===== src/rtl/json_cmd_pkg.sv =====
// Shared constants and types for the JSON motor-command receiver.
// Holds the ASCII tokens of the frame grammar, key bits and the parser state set.
package json_cmd_pkg;

  localparam int SPEED_W = 11;
  localparam int ACC_W   = 10;

  localparam logic [7:0] CH_LBRACE = 8'h7B;
  localparam logic [7:0] CH_RBRACE = 8'h7D;
  localparam logic [7:0] CH_QUOTE  = 8'h22;
  localparam logic [7:0] CH_COLON  = 8'h3A;
  localparam logic [7:0] CH_COMMA  = 8'h2C;
  localparam logic [7:0] CH_MINUS  = 8'h2D;
  localparam logic [7:0] CH_DOT    = 8'h2E;
  localparam logic [7:0] CH_NL     = 8'h0A;
  localparam logic [7:0] CH_T      = 8'h54;
  localparam logic [7:0] CH_L      = 8'h4C;
  localparam logic [7:0] CH_R      = 8'h52;

  // One-hot key identifiers, also used as bits of the key-seen mask.
  localparam logic [2:0] KEY_T = 3'b001;
  localparam logic [2:0] KEY_L = 3'b010;
  localparam logic [2:0] KEY_R = 3'b100;

  typedef enum logic [3:0] {
    ST_IDLE, ST_KQ1, ST_KEY, ST_KQ2, ST_COLON, ST_SIGN,
    ST_INT, ST_DOT, ST_FRAC1, ST_FRAC2, ST_SEP, ST_EOL
  } parse_state_t;

  function automatic logic [ACC_W-1:0] mul10_add(input logic [ACC_W-1:0] a,
                                                 input logic [3:0] d);
    return (a << 3) + (a << 1) + ACC_W'(d);
  endfunction

endpackage


===== src/rtl/uart_rx.sv =====
// 8N1 UART receiver: synchroniser, mid-bit sampling FSM, byte/frame-error strobes.
// After a low stop bit it waits for the line to return high before hunting again.
module uart_rx #(
  parameter int CLKS_PER_BIT = 434,
  parameter int BITS_N       = 8
) (
  input  logic              clk,
  input  logic              rst,
  input  logic              uart_in,
  output logic [BITS_N-1:0] data_rx,
  output logic              byte_valid,
  output logic              frame_err
);

  localparam int CNT_W = $clog2(CLKS_PER_BIT);
  localparam int IDX_W = (BITS_N > 1) ? $clog2(BITS_N) : 1;
  localparam logic [CNT_W-1:0] FULL = CNT_W'(CLKS_PER_BIT - 1);
  localparam logic [CNT_W-1:0] HALF = CNT_W'(CLKS_PER_BIT / 2 - 1);
  localparam logic [IDX_W-1:0] LAST = IDX_W'(BITS_N - 1);

  typedef enum logic [2:0] {RX_IDLE, RX_START, RX_DATA, RX_STOP, RX_BREAK} rx_state_t;

  rx_state_t        state;
  logic             rx_s1, rx_s2;
  logic [CNT_W-1:0] cnt;
  logic [IDX_W-1:0] idx;

  // NOTE: every register here is written with <= so all flops sample the same pre-edge values.
  always_ff @(posedge clk) begin
    if (rst) begin
      rx_s1      <= 1'b1;
      rx_s2      <= 1'b1;
      state      <= RX_IDLE;
      cnt        <= '0;
      idx        <= '0;
      data_rx    <= '0;
      byte_valid <= 1'b0;
      frame_err  <= 1'b0;
    end else begin
      rx_s1      <= uart_in;
      rx_s2      <= rx_s1;
      byte_valid <= 1'b0;
      frame_err  <= 1'b0;
      unique case (state)
        RX_IDLE: begin
          cnt <= '0;
          if (!rx_s2) state <= RX_START;
        end
        RX_START: begin
          if (cnt == HALF) begin
            cnt   <= '0;
            idx   <= '0;
            state <= rx_s2 ? RX_IDLE : RX_DATA;
          end else begin
            cnt <= cnt + 1'b1;
          end
        end
        RX_DATA: begin
          if (cnt == FULL) begin
            cnt     <= '0;
            data_rx <= {rx_s2, data_rx[BITS_N-1:1]};
            if (idx == LAST) state <= RX_STOP;
            else             idx   <= idx + 1'b1;
          end else begin
            cnt <= cnt + 1'b1;
          end
        end
        RX_STOP: begin
          if (cnt == FULL) begin
            byte_valid <= rx_s2;
            frame_err  <= !rx_s2;
            state      <= rx_s2 ? RX_IDLE : RX_BREAK;
          end else begin
            cnt <= cnt + 1'b1;
          end
        end
        RX_BREAK: if (rx_s2) state <= RX_IDLE;
        default:  state <= RX_IDLE;
      endcase
    end
  end

endmodule


===== src/rtl/json_cmd_rx.sv =====
// JSON motor-command receiver: parses {"T":n,"L":x.xx,"R":x.xx}\n lines from UART
// and strobes cmd_valid with the decoded command, or parse_error on a discarded frame.
module json_cmd_rx
  import json_cmd_pkg::*;
#(
  parameter int CLKS_PER_BIT = 434,
  parameter int MAX_FRAME    = 32
) (
  input  logic                      clk,
  input  logic                      rst,
  input  logic                      uart_in,
  output logic                      cmd_valid,
  output logic [7:0]                cmd_t,
  output logic signed [SPEED_W-1:0] speed_l,
  output logic signed [SPEED_W-1:0] speed_r,
  output logic                      parse_error,
  output logic                      frame_error
);

  localparam int CNT_W = $clog2(MAX_FRAME + 1);
  localparam logic [CNT_W-1:0] MAX_CNT = CNT_W'(MAX_FRAME);

  logic [7:0]         data_rx;
  logic               byte_valid, frame_err;
  parse_state_t       state;
  logic [2:0]         cur_key, seen, key_oh, seen_next;
  logic               neg;
  logic [ACC_W-1:0]   acc, scaled;
  logic [1:0]         ndig;
  logic [CNT_W-1:0]   byte_cnt;
  logic [7:0]         sh_t;
  logic [SPEED_W-1:0] sh_l, sh_r, num_val;
  logic               is_dig, is_sep, is_t, sep_bad, byte_err, num_end;
  logic [3:0]         dig;

  uart_rx #(.CLKS_PER_BIT(CLKS_PER_BIT), .BITS_N(8)) u_uart_rx (
    .clk        (clk),
    .rst        (rst),
    .uart_in    (uart_in),
    .data_rx    (data_rx),
    .byte_valid (byte_valid),
    .frame_err  (frame_err)
  );

  assign frame_error = frame_err;
  assign dig    = data_rx[3:0];
  assign is_dig = (data_rx >= 8'h30) && (data_rx <= 8'h39);
  assign is_sep = (data_rx == CH_COMMA) || (data_rx == CH_RBRACE);
  assign is_t   = (cur_key == KEY_T);
  assign seen_next = seen | cur_key;

  // NOTE: every signal driven here gets a default first, so no path can infer a latch.
  always_comb begin
    key_oh = '0;
    unique case (data_rx)
      CH_T:    key_oh = KEY_T;
      CH_L:    key_oh = KEY_L;
      CH_R:    key_oh = KEY_R;
      default: key_oh = '0;
    endcase

    // Bring the accumulated digits to hundredths; T is taken as a plain integer.
    scaled = acc;
    if (state == ST_INT && !is_t) scaled = mul10_add(mul10_add(acc, 4'd0), 4'd0);
    else if (state == ST_FRAC1)   scaled = mul10_add(acc, 4'd0);
    num_val = neg ? SPEED_W'(0) - SPEED_W'(scaled) : SPEED_W'(scaled);

    sep_bad = (is_t && scaled > ACC_W'(255)) ||
              (data_rx == CH_RBRACE && seen_next != 3'b111);
    num_end = is_sep && (state == ST_INT || state == ST_FRAC1 ||
                         state == ST_FRAC2 || state == ST_SEP);

    byte_err = 1'b0;
    if (state != ST_IDLE) begin
      if (byte_cnt >= MAX_CNT) byte_err = 1'b1;
      else begin
        unique case (state)
          ST_KQ1, ST_KQ2: byte_err = (data_rx != CH_QUOTE);
          ST_KEY:         byte_err = (key_oh == '0) || ((seen & key_oh) != '0);
          ST_COLON:       byte_err = (data_rx != CH_COLON);
          ST_SIGN:        byte_err = (data_rx == CH_MINUS) ? (neg || is_t) : !is_dig;
          ST_INT: begin
            if (is_dig)                 byte_err = !is_t;
            else if (data_rx == CH_DOT) byte_err = is_t;
            else if (is_sep)            byte_err = sep_bad;
            else                        byte_err = 1'b1;
          end
          ST_DOT:         byte_err = !is_dig;
          ST_FRAC1:       byte_err = is_dig ? 1'b0 : (is_sep ? sep_bad : 1'b1);
          ST_FRAC2, ST_SEP: byte_err = is_sep ? sep_bad : 1'b1;
          ST_EOL:         byte_err = (data_rx != CH_NL);
          default:        byte_err = 1'b0;
        endcase
      end
    end
  end

  always_ff @(posedge clk) begin
    if (rst) begin
      state       <= ST_IDLE;
      cur_key     <= '0;
      seen        <= '0;
      neg         <= 1'b0;
      acc         <= '0;
      ndig        <= '0;
      byte_cnt    <= '0;
      sh_t        <= '0;
      sh_l        <= '0;
      sh_r        <= '0;
      cmd_valid   <= 1'b0;
      cmd_t       <= '0;
      speed_l     <= '0;
      speed_r     <= '0;
      parse_error <= 1'b0;
    end else begin
      cmd_valid   <= 1'b0;
      parse_error <= 1'b0;
      if (frame_err) begin
        if (state != ST_IDLE) begin
          parse_error <= 1'b1;
          state       <= ST_IDLE;
        end
      end else if (byte_valid) begin
        if (byte_err) begin
          parse_error <= 1'b1;
          if (data_rx == CH_LBRACE) begin
            state    <= ST_KQ1;
            seen     <= '0;
            byte_cnt <= CNT_W'(1);
          end else begin
            state <= ST_IDLE;
          end
        end else begin
          if (state != ST_IDLE) byte_cnt <= byte_cnt + 1'b1;
          unique case (state)
            ST_IDLE: if (data_rx == CH_LBRACE) begin
              state    <= ST_KQ1;
              seen     <= '0;
              byte_cnt <= CNT_W'(1);
            end
            ST_KQ1:   state <= ST_KEY;
            ST_KEY: begin
              cur_key <= key_oh;
              state   <= ST_KQ2;
            end
            ST_KQ2:   state <= ST_COLON;
            ST_COLON: begin
              neg   <= 1'b0;
              acc   <= '0;
              state <= ST_SIGN;
            end
            ST_SIGN: begin
              if (data_rx == CH_MINUS) neg <= 1'b1;
              else begin
                acc   <= ACC_W'(dig);
                ndig  <= 2'd1;
                state <= ST_INT;
              end
            end
            ST_INT: begin
              if (is_dig) begin
                acc  <= mul10_add(acc, dig);
                ndig <= ndig + 1'b1;
                if (ndig == 2'd2) state <= ST_SEP;
              end else if (data_rx == CH_DOT) begin
                state <= ST_DOT;
              end
            end
            ST_DOT: begin
              acc   <= mul10_add(acc, dig);
              state <= ST_FRAC1;
            end
            ST_FRAC1: if (is_dig) begin
              acc   <= mul10_add(acc, dig);
              state <= ST_FRAC2;
            end
            ST_EOL: begin
              cmd_valid <= 1'b1;
              cmd_t     <= sh_t;
              speed_l   <= sh_l;
              speed_r   <= sh_r;
              state     <= ST_IDLE;
            end
            default: ;
          endcase
          if (num_end) begin
            seen <= seen_next;
            if (cur_key == KEY_T) sh_t <= scaled[7:0];
            if (cur_key == KEY_L) sh_l <= num_val;
            if (cur_key == KEY_R) sh_r <= num_val;
            state <= (data_rx == CH_COMMA) ? ST_KQ1 : ST_EOL;
          end
        end
      end
    end
  end

endmodule

===== config.mk =====
export PLATFORM = sky130hd
export DESIGN_NAME = json_cmd_rx
export DESIGN_NICKNAME = d
export VERILOG_FILES = /design/src/rtl/json_cmd_pkg.sv /design/src/rtl/uart_rx.sv /design/src/rtl/json_cmd_rx.sv
export SDC_FILE = /design/constraint.sdc
export NUM_CORES = 1
export LEC_CHECK = 0
export ABC_CLOCK_PERIOD_IN_PS = 4600
export CAP_MARGIN = 20
export CORE_ASPECT_RATIO = 0.5
export CORE_MARGIN = 1
export CORE_UTILIZATION = 40
export DETAILED_ROUTE_END_ITERATION = 10
export DONT_BUFFER_PORTS = 1
export HOLD_SLACK_MARGIN = 0.15
export PLACE_DENSITY_LB_ADDON = 0.2
export SLEW_MARGIN = 20
export SYNTH_ARGS = -nofsm -noshare
export SYNTH_HDL_FRONTEND = slang
export SYNTH_SLANG_ARGS = --single-unit

===== constraint.sdc =====
create_clock -name clk -period 4.6 [get_ports clk]
set_input_delay 0.69 -clock clk [delete_from_list [all_inputs] [get_ports clk]]
set_output_delay 0.69 -clock clk [all_outputs]
set_load 0.02 [all_outputs]

After elaboration in Yosys (flattened, before gate mapping):

Index checks and enable logic that the tools add are counted.

* register bits: 118
* word-level logic and storage cells: 208

* bitwise gates (word level): 7
* order comparisons: 4
* mux-type cells: 65
* equality and inequality tests: 53
* add/subtract/negate cells: 8
* reductions and logical operators: 48

Operator list (number)
* $mux W4: 12
* $mux W3: 14
* $eq A8 B7 Y1 const B: 5
* $mux W10: 4
* $pmux W10 S4: 1
* $pmux W4 S10: 1
* $pmux W9 S4: 1
* $mux W6: 5
* $mux W9: 3
* $eq A8 B6 Y1 const B: 3
* $add A10 B10 Y10: 2
* $reduce_and A5 Y1: 4
* $reduce_and A6 Y1: 3
* $eq A4 B3 Y1 const B: 4
* $eq A4 B4 Y1 const B: 4
* $ne A8 B6 Y1 const B: 2
* $ne A5 B4 Y1 const B: 3
* $pmux W3 S5: 1
* $mux W1: 14
* $ne A2 B1 Y1 const B: 7
* $ne A2 B2 Y1 const B: 7
* $reduce_bool A13 Y1: 1
* $ne A6 B4 Y1 const B: 2
* $reduce_and A4 Y1: 3
* 44 further kinds: 79

Logic depth before layout (Yosys ltp):

* depth in word-level cells: 16
* gate-level depth with buffers: 14
* mapped depth without buffers: 13

Modules after synthesis:

Synthesis repeated with hierarchy kept, for this count alone.

* cell total of the unflattened synthesis: 895
* area total of the unflattened synthesis: 7121.8 um^2

Modules (own cells, without submodules)
* json_cmd_rx: times used 1, sequential area each 1821.7 um^2, area an instance 5661.7 um^2, cells each 729
* uart_rx: times used 1, sequential area each 540.5 um^2, area an instance 1460.2 um^2, cells each 166

Worst setup path before layout:

OpenSTA, ideal clock, no wires.

* path type: register to register
* from: reg acc[1]
* to: reg byte_cnt[5]
* setup slack: 0.855 ns
* arrival time: 3.602 ns
* required time: 4.457 ns
* period minus slack after synthesis: 3.745 ns
* library setup time: 0.143 ns
* stages on the path, launching flop included: 15
* cells stage by stage: dfxtp_1 -> ha_1 -> a211oi_1 -> nor2_1 -> xor2_1 -> ha_1 -> or2_2 -> and3_1 -> o31ai_1 -> o311ai_4 -> a21o_1 -> buf_2 -> buf_4 -> a22oi_1 -> a41oi_1

* word-level cells in the longest chain between the ends: 14
* elaborated cells on any way between the ends: 17
* those cells by class: add/sub: 2; order compare: 1; eq/ne: 1; mux: 10; reduce/logical: 3

RTL lines
* start, declared: RTL line json_cmd_rx.sv:28 `logic [ACC_W-1:0] acc, scaled;`
* start signal, assigned: RTL line json_cmd_rx.sv:155 `acc <= ACC_W'(dig);`
* start signal, assigned: RTL line json_cmd_rx.sv:162 `acc <= mul10_add(acc, dig);`
* start signal, assigned: RTL line json_cmd_rx.sv:170 `acc <= mul10_add(acc, dig);`
* $add A10 B10 Y10: RTL line json_cmd_pkg.sv:32 `return (a << 3) + (a << 1) + ACC_W'(d);`
* $add A10 B10 Y10 or $mux W10 (tied branches): RTL line json_cmd_pkg.sv:32, json_cmd_rx.sv:65
* $mux W10 (*): RTL line json_cmd_rx.sv:64 `if (state == ST_INT && !is_t) scaled = mul10_add(mul10_add(acc, 4'd0), 4'd0);`
* $gt A10 B8 Y1 (*): RTL line json_cmd_rx.sv:68 `sep_bad = (is_t && scaled > ACC_W'(255)) ||`
* $logic_and A1 B1 Y1 (*): RTL line json_cmd_rx.sv:68
* $logic_or A1 B1 Y1 (*): RTL line json_cmd_rx.sv:68
* $mux W1 (*): RTL line json_cmd_rx.sv:85, json_cmd_rx.sv:89, json_cmd_rx.sv:90
* $mux W1: RTL line json_cmd_rx.sv:84 `else if (data_rx == CH_DOT) byte_err = is_t;`
* $mux W1: RTL line json_cmd_rx.sv:83 `if (is_dig) byte_err = !is_t;`
* $pmux W1 S9 (*): RTL line json_cmd_rx.sv:77 `unique case (state)`
* $mux W1 (*): RTL line json_cmd_rx.sv:75 `if (byte_cnt >= MAX_CNT) byte_err = 1'b1;`
* $mux W1 (*): RTL line json_cmd_rx.sv:74 `if (state != ST_IDLE) begin`
* $ne A2 B1 Y1 (no line)
* $reduce_and A3 Y1 (no line)
* end signal, assigned: RTL line json_cmd_rx.sv:134 `if (state != ST_IDLE) byte_cnt <= byte_cnt + 1'b1;`
* end, declared: RTL line json_cmd_rx.sv:30 `logic [CNT_W-1:0] byte_cnt;`

Every way passes the cells marked *; elsewhere a longest branch is shown, timed or not.
A chain may end at the register's enable or synchronous reset.

Worst setup path in the final report:

* from: reg acc[0]
* to: reg seen[2]

* word-level cells in the longest chain between the ends: 14
* elaborated cells on any way between the ends: 17
* those cells by class: add/sub: 2; order compare: 1; mux: 10; reduce/logical: 4

RTL lines
* $add A10 B10 Y10: RTL line json_cmd_pkg.sv:32
* $add A10 B10 Y10 or $mux W10 (tied branches): RTL line json_cmd_pkg.sv:32, json_cmd_rx.sv:65
* $mux W10 (*): RTL line json_cmd_rx.sv:64
* $gt A10 B8 Y1 (*): RTL line json_cmd_rx.sv:68
* $logic_and A1 B1 Y1 (*): RTL line json_cmd_rx.sv:68
* $logic_or A1 B1 Y1 (*): RTL line json_cmd_rx.sv:68
* $mux W1 (*): RTL line json_cmd_rx.sv:85, json_cmd_rx.sv:89, json_cmd_rx.sv:90
* $mux W1: RTL line json_cmd_rx.sv:84
* $mux W1: RTL line json_cmd_rx.sv:83
* $pmux W1 S9 (*): RTL line json_cmd_rx.sv:77
* $mux W1 (*): RTL line json_cmd_rx.sv:75
* $mux W1 (*): RTL line json_cmd_rx.sv:74
* $reduce_bool A3 Y1 (no line)
* $reduce_and A3 Y1 (no line)
* end signal, assigned: RTL line json_cmd_rx.sv:187 `seen <= seen_next;`
* end, declared: RTL line json_cmd_rx.sv:26 `logic [2:0] cur_key, seen, key_oh, seen_next;`

Marks and branches as above.

==> summary.md <==
Outcome
* result of the run: finished, final reports clean

Detailed routing
* routed via count: 5879
* violation count after the first detailed-routing iteration: 532
* count of antenna-violating nets left after detailed routing: 0
* WL final: 17400 um
* count of unresolved DRC violations after routing: 0
* routed wire length per instance: 17.0 um
* routed vias/inst: 5.74
* DRT Pass-1 Iters: 5

Yosys
* flip-flop and latch count after synthesis: 118
* count of flip-flops with a built-in enable after synthesis: 0
* asr flop ratio synth: 0
* Cells after Synth: 807
* yosys synthesis warning count: 0
* dominant register cell in the synthesized netlist: sky130_fd_sc_hd__dfxtp_1
* Unique masters post-synth: 79
* sequential fraction of the synthesis area: 0.352
* net count after synthesis: 836
* Post-Syn Area: 0.00672 sq mm
* mean instance size in the synthesized netlist: 8.32 sq um

Timing
* worst slew margin relative to its limit: 0.279
* final count of hold timing violations: 0
* fmax: 238 MHz
* post-route setup TNS: 0 ns
* worst setup skew after layout: 0.0130 ns
* setup-violating endpoint count in the final report: 0
* fin crit period: 4.20 ns
* Slew Limit Fails: 0
* unrepaired setup endpoints after global routing: false
* part of the cycle the worst path needs: 0.913
* Worst-Margin Slew: 1.07 ns

Placement
* number of placed instances with taps included: 993
* Port Buffers: 0
* Post-DP HPWL: 11900 um
* Final GP Congestion: 0.870

Global routing
* overall global routing resource usage: 0.207
* maximum number of pins on one net before global-route repair: 100
* initial antenna violation count: 0
* via count of the first global-routing pass: 5379
* GR Overflow Total: 0
* global-route wire length before repair: 27900 um

Critical path
* endpoint required time on the critical path: 4.97 ns
* type of element launching the critical path: flop
* nature of the critical path endpoint: flop
* Critical Path Fanout Max: 9
* Worst Setup Path Type: flop to flop
* endpoint arrival time on the critical path: 4.57 ns

Clocking
* buffer count from post-CTS setup fixing: 0
* depth of the CTS H-tree: 4
* number of buffers added to fix hold violations after cts: 0
* register clock-pin slew on the reported worst setup and hold paths: 0.06 ns
* Longest Clk Path Bufs: 2
* CTS root buf: sky130_fd_sc_hd__clkbuf_16
* clock insertion delay at the later pin of the skew report: 0.42 ns
* TritonCTS clock tree: built
* Sinks on Clock Net: 118
* CTS Buf Count: 17
* CTS resizes: 0

Final layout
* Nets: 814
* count of inserted antenna diode cells: 0
* fraction of layout cells with a size suffix above 1: 0.0877
* most frequent standard cell in the layout excluding fill and tap cells: sky130_fd_sc_hd__dfxtp_1
* Finished Layout Cells: 1025
* area delta synth->final: 11.2%
* commonest cells after routing, fill and taps aside: sky130_fd_sc_hd__dfxtp_1, sky130_fd_sc_hd__nor2_1, sky130_fd_sc_hd__nand2_1, sky130_fd_sc_hd__a21oi_1, sky130_fd_sc_hd__mux2i_1

Die
* standard-cell rows: 33
* DIE AREA: 0.0173 sq mm
* die width: 185 um
* Starting Density: 0.410
* Core Area: 0.0164 sq mm
* Die H: 93.6 um
* I/O pin count: 36

Power
* total power consumption of the routed design: 2380 uW
* power per cell area: 318 mW/mm^2
* worst vdd ir: 0.000282 V
* leakage component of the power: 0.00295 uW

Run
* number of maximum-capacitance constraint violations: 0

Min path
* Tightest Hold Check Type: input port to flop

## path summary, 6_finish.rpt
check,startpoint,end,slack (ns),cells past startpoint
worst min register to register,u_uart_rx.rx_s1,u_uart_rx.rx_s2,0.42,1
worst min-delay path,rst,speed_l[9],0.34,1
worst max-delay path,acc[0],seen[2],0.40,13
worst max register to register,acc[0],seen[2],0.40,13
## registers in the layout, summed over array words and instances (netlist names), 4 cells and up
signal and count:
u_uart_rx.data_rx 8, sh_l 11, speed_l 11, byte_cnt 6, sh_r 11, cmd_t 8
sh_t 8, u_uart_rx.cnt 9, state 4, speed_r 11, acc 10
## power breakdown
group / total (uW) / switching [uW] / internal, uW
Combinational: 17.4 / 10.6 / 6.76
Sequential: 1030 / 4.90 / 1030
Clock: 1330 / 514 / 814
## logic make-up (layout without fill, tap and decap cells)
logic type / after synthesis / after routing / share of synthesized area
AND/OR/NAND/NOR: 330 / 330 / 0.262
buffers and inverters: 75 / 66 / 0.0464
XOR/XNOR: 32 / 32 / 0.0417
flip-flops: 118 / 118 / 0.352
adder cells (fa/ha/maj): 26 / 26 / 0.0518
AO/OA/AOI/OAI: 177 / 177 / 0.173
multiplexers: 49 / 49 / 0.0732
## final cells by class
type	instances	area, sq um
clock inverter	14	149
clock buffer	18	439
tap	227	284
inverter	21	78.8
timing repair buffer	13	110
sequential	118	2360
fill	1640	8930
multi-input combinational	614	4040
## metrics by stage
step | hold WS [ns] | instance area, sq um | utilization | setup slack [ns]
2_1_floorplan | 0.389 | 6720 | - | 0.855
3_3_place_gp | 0.401 | 6880 | 0.420 | 0.586
3_5_place_dp | 0.406 | 6880 | 0.420 | 0.497
4_1_cts | 0.329 | 7470 | 0.455 | 0.468
5_1_grt | 0.316 | 7470 | 0.455 | 0.0607
6_report | 0.336 | 7470 | 0.455 | 0.400
## worst max-delay path: stages (launching register included)
cell and delay [ns]:
sky130_fd_sc_hd__dfxtp_1 0.40, sky130_fd_sc_hd__ha_1 0.27, sky130_fd_sc_hd__fa_1 0.40, sky130_fd_sc_hd__xor2_1 0.42, sky130_fd_sc_hd__ha_1 0.35, sky130_fd_sc_hd__nor2b_1 0.15, sky130_fd_sc_hd__or3_1 0.32, sky130_fd_sc_hd__a21oi_1 0.14
sky130_fd_sc_hd__o31ai_1 0.09, sky130_fd_sc_hd__buf_4 0.15, sky130_fd_sc_hd__o311ai_4 0.46, sky130_fd_sc_hd__nand3_1 0.35, sky130_fd_sc_hd__a21oi_1 0.43, sky130_fd_sc_hd__a22o_1 0.21
## synth_stat cells (all sizes together), types with 5 or more instances
| library cell | count | area share |
|---|---|---|
| nor4 | 12 | 0.012 |
| dfxtp | 118 | 0.35 |
| nor3b | 7 | 0.0093 |
| buf | 19 | 0.015 |
| and3 | 12 | 0.011 |
| nand4 | 22 | 0.020 |
| xnor2 | 17 | 0.022 |
| nor3 | 28 | 0.021 |
| o21ai | 42 | 0.031 |
| a31oi | 11 | 0.010 |
| nand3 | 37 | 0.028 |
| mux2i | 48 | 0.072 |
| clkbuf | 35 | 0.020 |
| nor2b | 10 | 0.0093 |
| and3b | 5 | 0.0065 |
| a21o | 5 | 0.0056 |
| nor2 | 85 | 0.048 |
| o31ai | 13 | 0.015 |
| a21oi | 54 | 0.041 |
| ha | 23 | 0.043 |
| inv | 20 | 0.011 |
| and2 | 5 | 0.0047 |
| a22o | 7 | 0.0091 |
| or2 | 8 | 0.0075 |
| xor2 | 15 | 0.020 |
| nand2 | 66 | 0.038 |
## layer usage
layer,global-route usage,wire length (um),up-vias
met5,0,0,-
met4,0.0640,179,0
li1,-,-,2884
met1,0.287,8780,2814
met3,0.0483,985,20
met2,0.317,7440,161
Note: power is estimated with default switching activity, not from simulation.
